==> src/rtl/divider_sub_ctrl_if.sv <==
// ---------------------------------------------------------------------------
// divider_sub_ctrl_if
// Bundles the operand/handshake inputs and the result/status outputs of the
// repeated-subtraction divider sequencer.
//   Start, Ack        : level requests from the board buttons
//   Xin, Yin          : dividend / divisor from the board switches
//   Quotient          : quotient register
//   Remainder         : working dividend, final remainder once done
//   Done, DivByZero   : completion and divide-by-zero status
//   Qi, Qc, Qd        : one-hot state indicators for the LEDs
// The master modport is the switch/button side; the slave modport is the
// sequencer itself.
// ---------------------------------------------------------------------------
interface divider_sub_ctrl_if #(
  parameter int WIDTH = 4
);
  logic             Start;
  logic             Ack;
  logic [WIDTH-1:0] Xin;
  logic [WIDTH-1:0] Yin;
  logic [WIDTH-1:0] Quotient;
  logic [WIDTH-1:0] Remainder;
  logic             Done;
  logic             DivByZero;
  logic             Qi;
  logic             Qc;
  logic             Qd;

  modport master (
    output Start, Ack, Xin, Yin,
    input  Quotient, Remainder, Done, DivByZero, Qi, Qc, Qd
  );

  modport slave (
    input  Start, Ack, Xin, Yin,
    output Quotient, Remainder, Done, DivByZero, Qi, Qc, Qd
  );
endinterface

==> src/rtl/divider_sub_ctrl.sv <==
// ---------------------------------------------------------------------------
// divider_sub_ctrl
// Unsigned divider built from repeated subtraction: Start captures the
// operands, each clock in the compute state subtracts the divisor once, and
// Ack releases the result back to the idle state.
//   Clk      : system clock, rising edge
//   Reset_n  : asynchronous active-low reset
//   bus      : divider_sub_ctrl_if.slave (operands, handshake, results, LEDs)
// ---------------------------------------------------------------------------
module divider_sub_ctrl #(
  parameter int WIDTH = 4
) (
  input logic               Clk,
  input logic               Reset_n,
  divider_sub_ctrl_if.slave bus
);

  typedef enum logic [1:0] {
    QI = 2'b00,
    QC = 2'b01,
    QD = 2'b10
  } state_t;

  localparam logic [WIDTH-1:0] ZERO_C = {WIDTH{1'b0}};
  localparam logic [WIDTH-1:0] ONES_C = {WIDTH{1'b1}};
  localparam logic [WIDTH-1:0] ONE_C  = {{(WIDTH-1){1'b0}}, 1'b1};

  state_t           state_r;
  state_t           next_state_s;
  logic [WIDTH-1:0] quot_r;
  logic [WIDTH-1:0] quot_nxt_s;
  logic [WIDTH-1:0] rem_r;
  logic [WIDTH-1:0] rem_nxt_s;
  logic [WIDTH-1:0] y_r;
  logic [WIDTH-1:0] y_nxt_s;
  logic             dbz_r;
  logic             dbz_nxt_s;

  // State and datapath registers.
  always_ff @(posedge Clk or negedge Reset_n) begin
    if (!Reset_n) begin
      state_r <= QI;
      quot_r  <= ZERO_C;
      rem_r   <= ZERO_C;
      y_r     <= ZERO_C;
      dbz_r   <= 1'b0;
    end else begin
      state_r <= next_state_s;
      quot_r  <= quot_nxt_s;
      rem_r   <= rem_nxt_s;
      y_r     <= y_nxt_s;
      dbz_r   <= dbz_nxt_s;
    end
  end

  // Next-state and datapath update; everything holds unless a state acts.
  always_comb begin
    next_state_s = state_r;
    quot_nxt_s   = quot_r;
    rem_nxt_s    = rem_r;
    y_nxt_s      = y_r;
    dbz_nxt_s    = dbz_r;
    case (state_r)
      QI: begin
        if (bus.Start) begin
          rem_nxt_s = bus.Xin;
          y_nxt_s   = bus.Yin;
          dbz_nxt_s = (bus.Yin == ZERO_C);
          if (bus.Yin == ZERO_C) begin
            // No subtraction can ever terminate; report saturated quotient.
            quot_nxt_s   = ONES_C;
            next_state_s = QD;
          end else begin
            quot_nxt_s   = ZERO_C;
            next_state_s = QC;
          end
        end else begin
          next_state_s = QI;
        end
      end
      QC: begin
        // The >= guard keeps the subtraction from underflowing, and the
        // quotient can reach at most all-ones for a divisor of one.
        if (rem_r >= y_r) begin
          rem_nxt_s    = rem_r - y_r;
          quot_nxt_s   = quot_r + ONE_C;
          next_state_s = QC;
        end else begin
          next_state_s = QD;
        end
      end
      QD: begin
        // Ack has priority over Start here; results stay visible in QI.
        if (bus.Ack) begin
          next_state_s = QI;
        end else begin
          next_state_s = QD;
        end
      end
      default: begin
        next_state_s = QI;
      end
    endcase
  end

  assign bus.Quotient  = quot_r;
  assign bus.Remainder = rem_r;
  assign bus.DivByZero = dbz_r;
  assign bus.Qi        = (state_r == QI);
  assign bus.Qc        = (state_r == QC);
  assign bus.Qd        = (state_r == QD);
  assign bus.Done      = (state_r == QD);

endmodule

==> src/flat_wrapper.sv <==
// flat-port wrapper written by rule: the top's interface ports become plain ports
module divider_sub_ctrl_flat 
#(
  parameter int WIDTH = 4
)
  (Clk, Reset_n, bus_Start, bus_Ack, bus_Xin, bus_Yin, bus_Quotient, bus_Remainder, bus_Done, bus_DivByZero, bus_Qi, bus_Qc, bus_Qd);
  divider_sub_ctrl_if #(.WIDTH(WIDTH)) bus_i ();
  input logic Clk;
  input logic Reset_n;
  input wire logic [$bits(bus_i.Start)-1:0] bus_Start;
  input wire logic [$bits(bus_i.Ack)-1:0] bus_Ack;
  input wire logic [$bits(bus_i.Xin)-1:0] bus_Xin;
  input wire logic [$bits(bus_i.Yin)-1:0] bus_Yin;
  output wire logic [$bits(bus_i.Quotient)-1:0] bus_Quotient;
  output wire logic [$bits(bus_i.Remainder)-1:0] bus_Remainder;
  output wire logic [$bits(bus_i.Done)-1:0] bus_Done;
  output wire logic [$bits(bus_i.DivByZero)-1:0] bus_DivByZero;
  output wire logic [$bits(bus_i.Qi)-1:0] bus_Qi;
  output wire logic [$bits(bus_i.Qc)-1:0] bus_Qc;
  output wire logic [$bits(bus_i.Qd)-1:0] bus_Qd;
  assign bus_i.Start = bus_Start;
  assign bus_i.Ack = bus_Ack;
  assign bus_i.Xin = bus_Xin;
  assign bus_i.Yin = bus_Yin;
  assign bus_Quotient = bus_i.Quotient;
  assign bus_Remainder = bus_i.Remainder;
  assign bus_Done = bus_i.Done;
  assign bus_DivByZero = bus_i.DivByZero;
  assign bus_Qi = bus_i.Qi;
  assign bus_Qc = bus_i.Qc;
  assign bus_Qd = bus_i.Qd;
  divider_sub_ctrl #(.WIDTH(WIDTH)) u_core (.Clk(Clk), .Reset_n(Reset_n), .bus(bus_i));
endmodule
==> config.mk <==
export PLATFORM = sky130hd
export DESIGN_NAME = divider_sub_ctrl_flat
export DESIGN_NICKNAME = d
export VERILOG_FILES = /design/src/rtl/divider_sub_ctrl_if.sv /design/src/rtl/divider_sub_ctrl.sv /design/src/flat_wrapper.sv
export SDC_FILE = /design/constraint.sdc
export NUM_CORES = 1
export LEC_CHECK = 0
export BUFFER_PORTS_ARGS = -buffer_cell sky130_fd_sc_hd__buf_2
export CAP_MARGIN = 20
export CORE_UTILIZATION = 54
export CTS_CLUSTER_SIZE = 24
export DETAILED_ROUTE_END_ITERATION = 12
export PLACE_DENSITY = 0.87
export SLEW_MARGIN = 5
export SYNTH_ARGS = -nofsm -noshare
export SYNTH_HDL_FRONTEND = slang
export SYNTH_SLANG_ARGS = --single-unit
==> constraint.sdc <==
create_clock -name Clk -period 5.25 [get_ports Clk]
set_input_delay 0.7875 -clock Clk [delete_from_list [all_inputs] [get_ports Clk]]
set_output_delay 0.7875 -clock Clk [all_outputs]
set_load 0.02 [all_outputs]
==> Yosys cells after proc, flatten, opt, wreduce, memory -nomap -nowiden <==
Cells that the tools add are included.
W data, S select, Z words.
{ "op_classes": {"n_reduce_logical": 5, "n_mul": 0, "bitwise_logic": 0, "n_lt_le_gt_ge": 1, "n_div": 0, "add_sub_neg": 2, "shifts": 0, "n_mux": 12, "n_eq_ne": 4} }
{ "op_table": {"columns": ["operator", "n"], "rows": [
  ["$mux W4", 5],
  ["$pmux W4 S2", 2],
  ["$mux W2", 4],
  ["$pmux W2 S3", 1],
  ["$add A4 B1 Y4 const B", 1],
  ["$ge A4 B4 Y1", 1],
  ["$logic_not A4 Y1", 1],
  ["$sub A4 B4 Y4", 1],
  ["$reduce_and A3 Y1", 1],
  ["$eq A2 B1 Y1 const B", 1],
  ["$eq A2 B2 Y1 const B", 1],
  ["$logic_not A2 Y1", 1],
  ["$ne A2 B1 Y1 const B", 1],
  ["$ne A2 B2 Y1 const B", 1],
  ["$reduce_and A2 Y1", 1],
  ["$reduce_bool A2 Y1", 1]
]} }
{ "totals": {"word_cells": 29, "latch_bits": 0, "memories": 0, "romBits": 0, "reg_bits": 15, "ram_bits": 0} }

==> Logic depth before layout (Yosys ltp) <==
{ "depth": {"depth_word": 4, "ltp_mapped": 9, "mapped_depth_nobuf": 7} }

==> Least setup slack after synthesis <==
No wires, ideal clock.
{ "synth_path": {"path_type": "register to register", "startpoint": "register u_core.rem_r[0], in the netlist u_core.bus.Remainder[0]", "endpoint": "register u_core.quot_r[2], in the netlist u_core.bus.Quotient[2]", "setup_slack_ns": 2.882, "path_buffers": 2, "t_arrival_ns": 2.239, "stages_incl_launch_ff": 10, "path_cell_list": "dfrtp_1 -> inv_1 -> ha_1 -> fa_1 -> a21boi_1 -> o211a_1 -> buf_6 -> and2_4 -> buf_6 -> a2111o_1"} }
{ "synth_between": {"elab_chain_cells": 3} }
{ "synth_rtl": {"columns": ["element", "line_no", "text"], "rows": [
  ["from (decl)", "divider_sub_ctrl.sv:32", "logic [WIDTH-1:0] rem_r;"],
  ["from (signal assigned)", "divider_sub_ctrl.sv:50", "rem_r <= rem_nxt_s;"],
  ["$ge A4 B4 Y1", "divider_sub_ctrl.sv:84", "if (rem_r >= y_r) begin"],
  ["$ne A2 B1 Y1 (no line)", null, null],
  ["$reduce_and A3 Y1 (no line)", null, null],
  ["to (signal assigned)", "divider_sub_ctrl.sv:49", "quot_r <= quot_nxt_s;"],
  ["to (decl)", "divider_sub_ctrl.sv:30", "logic [WIDTH-1:0] quot_r;"]
]} }
No other way between the ends.
A chain may end at the register's enable or synchronous reset.

==> Final worst setup path <==
Ends and elaborated chain as after synthesis.

==> results.toml <==
[outcome]
outcome = "finished clean"

[synthesis]
synth_cell_types = 35
synth-edff-count = 0
ys_async_sr_fraction_pct = 100
synthFlopType = "dfrtp_1"
syn_nets = 108
synth_top_cells_by_area = "dfrtp_1, ha_1, mux2_2"
postSynthCellCount = 90
yosysMostFrequentCell = "dfrtp_1"
yosysTopAreaCellShare_pct = 41.5
synth-seq-area-share_pct = 41.5
synth_top_area_cell = "dfrtp_1"
avgSynthCellArea_sq_um = 10.1
synthTopCellsByCount = "dfrtp_1, inv_1, a21oi_1, ha_1, nand2_1"
synthesis.area_sq_um = 905
synth.ff_latch_count = 15
yosys_warnings = 0

[detailed_routing]
routed_wl_mm = 1.76
wire_per_inst_um = 13.5
ant_nets = 0
drtIter0Drc = 21
routed-wl-met2_um = 873
met3_length_um = 71
dr_total_vias = 744
routed.top_layer = "met4"
wl_met1_um = 785
first_pass_iters = 4
post-route-drc-count = 0
vias_per_cell = 5.72

[clocking]
tritoncts = "built"
post_cts_buffers = 0
clock_path_buffers = 2
htreeDepth = 1
root_buffer = "clkbuf_4"
holdBufCountCts = 0
clk_pin_slew_worst_paths_ps = 90
clk-insertion-delay-late_ps = 290
cts_resized = 0
clock_sinks = 15
numCtsBuffers = 3

[cells_and_area]
antenna_cells = 0
syn2layout_area_growth_pct = 14.7
drive_above_1_share_pct = 30.7
nNetsFinal = 133

[sta]
finalMaxSlewViolations = 0
rsz0062_at_grt = "false"
hold_slack_ps = 382
timing.setup.tns_ps = 0
relSlewSlack_pct = 73.3
hold_violations = 0
finalClockSkew_ps = 6.38
setup_viol = 0
fin_crit_ps = 2250
worstMarginPinSlew_ps = 399
fin_crit_sh_pct = 42.8
max_freq_mhz = 445

[place]
globalplace.congestion = 0.866
port_buffers = 24
dp_hpwl_mm = 1.40

[worst_setup_path]
critPathRequiredTime_ps = 5420
start_kind = "flip-flop"
arrival_ps = 2420
crit_type = "reg -> reg"
worstSetupEndpointType = "flip-flop"
cp_max_fo = 10

[floorplanning]
die_y_um = 42.9
initial_core_util_pct = 58.7
die-width_um = 42.9
die_area_sq_um = 1840
rows = 14
core_sq_um = 1540
num_io_pins = 25

[global_routing]
grt.overflow.total = 0
grt_pass1_vias = 686
grt_start_max_net_pins = 16
track_usage_pct = 22.1
grt_pass1_wl_mm = 3.05
antenna_found_initial = 0

[run]
maxCapViolations = 0

[worst_hold_path]
hold_class = "in -> async"

[power]
power.density_nw_per_um2 = 704
peakVddDrop_uv = 384
leakagePower_nw = 0.559
flip-flops by register name, indices dropped and copies added (netlist names):
signal / flops
u_core.bus.Remainder: 4
u_core.state_r: 2
u_core.bus.Quotient: 4
u_core.y_r: 4
u_core.bus.DivByZero: 1
layout make-up:
| class | count | area (sq um) |
|---|---|---|
| inverters | 11 | 41.3 |
| flip-flops and latches | 15 | 375 |
| fillers | 127 | 504 |
| repair buffers | 24 | 120 |
| multi-input cells | 60 | 454 |
| clock buffers | 4 | 26.3 |
| well taps | 16 | 20.0 |
worst max-delay path, cell delays in order (launching register included):
cell      delay, ps
dfrtp_1         350
inv_1            60
ha_1            220
fa_1            420
a21boi_1        150
o211a_1         330
and2_4          210
a2111o_1        410
power by group:
part | switching [mW] | leakage, nW | total (mW) | internal [mW]
sequential | 0.0501 | 0.181 | 0.220 | 0.170
clock | 0.0367 | 0.0150 | 0.0663 | 0.0295
combinational | 0.249 | 0.363 | 0.443 | 0.194
total | 0.336 | 0.559 | 0.730 | 0.394
stage by stage:
step	total power, mW	cells	worst slack (ps)	cell area [sq um]	util (%)
detailed placement	0.665	126	3000	1010	65.6
global placement	0.656	126	3080	1010	65.6
finish	0.730	130	3000	1040	67.3
CTS	0.733	130	2990	1040	67.3
global route	0.790	130	2900	1040	67.3
floorplan	0.578	90	2880	905	-
layout by cell type, fill, tap and decap left out, types with 4 or more instances in the layout:
cell and count:
a21oi_1 7, mux2_2 4, ha_1 5, buf_2 24, nor2_1 4, nand2_1 5, inv_1 11, dfrtp_1 15
worst paths after layout:
| kind | startpoint | endpoint | slack, ps | depth (start not counted) |
|---|---|---|---|---|
| worst min register to register | u_core.bus.DivByZero$_DFFE_PN0P_ | u_core.bus.DivByZero$_DFFE_PN0P_ | 490 | 1 |
| min in group Clk | u_core.bus.DivByZero$_DFFE_PN0P_ | u_core.bus.DivByZero$_DFFE_PN0P_ | 490 | 1 |
| worst min-delay path | Reset_n | u_core.state_r[0]$_DFF_PN0_ | 380 | 1 |
| worst max register to register | u_core.bus.Remainder[0]$_DFFE_PN0P_ | u_core.bus.Quotient[2]$_DFFE_PN0P_ | 3000 | 7 |
| worst max-delay path | u_core.bus.Remainder[0]$_DFFE_PN0P_ | u_core.bus.Quotient[2]$_DFFE_PN0P_ | 3000 | 7 |
| max in group asynchronous | Reset_n | u_core.bus.Remainder[2]$_DFFE_PN0P_ | 4620 | 1 |
routing by layer:
| layer | global-route usage [%] | up-vias |
|---|---|---|
| li1 | - | 366 |
| met1 | 30.9 | 350 |
| met2 | 33.9 | 23 |
| met3 | 3.83 | 5 |
| met4 | 9.09 | 0 |
| met5 | 0 | - |
logic make-up (layout without fill, tap and decap cells):
logic type	count (synthesis)	in the layout	share of synthesized area (%)
muxes	4	4	4.98
adders and majority gates	6	6	9.13
AOI/OAI and AO/OA	20	20	15.2
xor gates and xnor gates	2	2	1.94
buffers and inverters	15	39	8.30
and+or+nand+nor	28	28	19.0
DFF	15	15	41.5
Power figures use the tool's default switching activity.
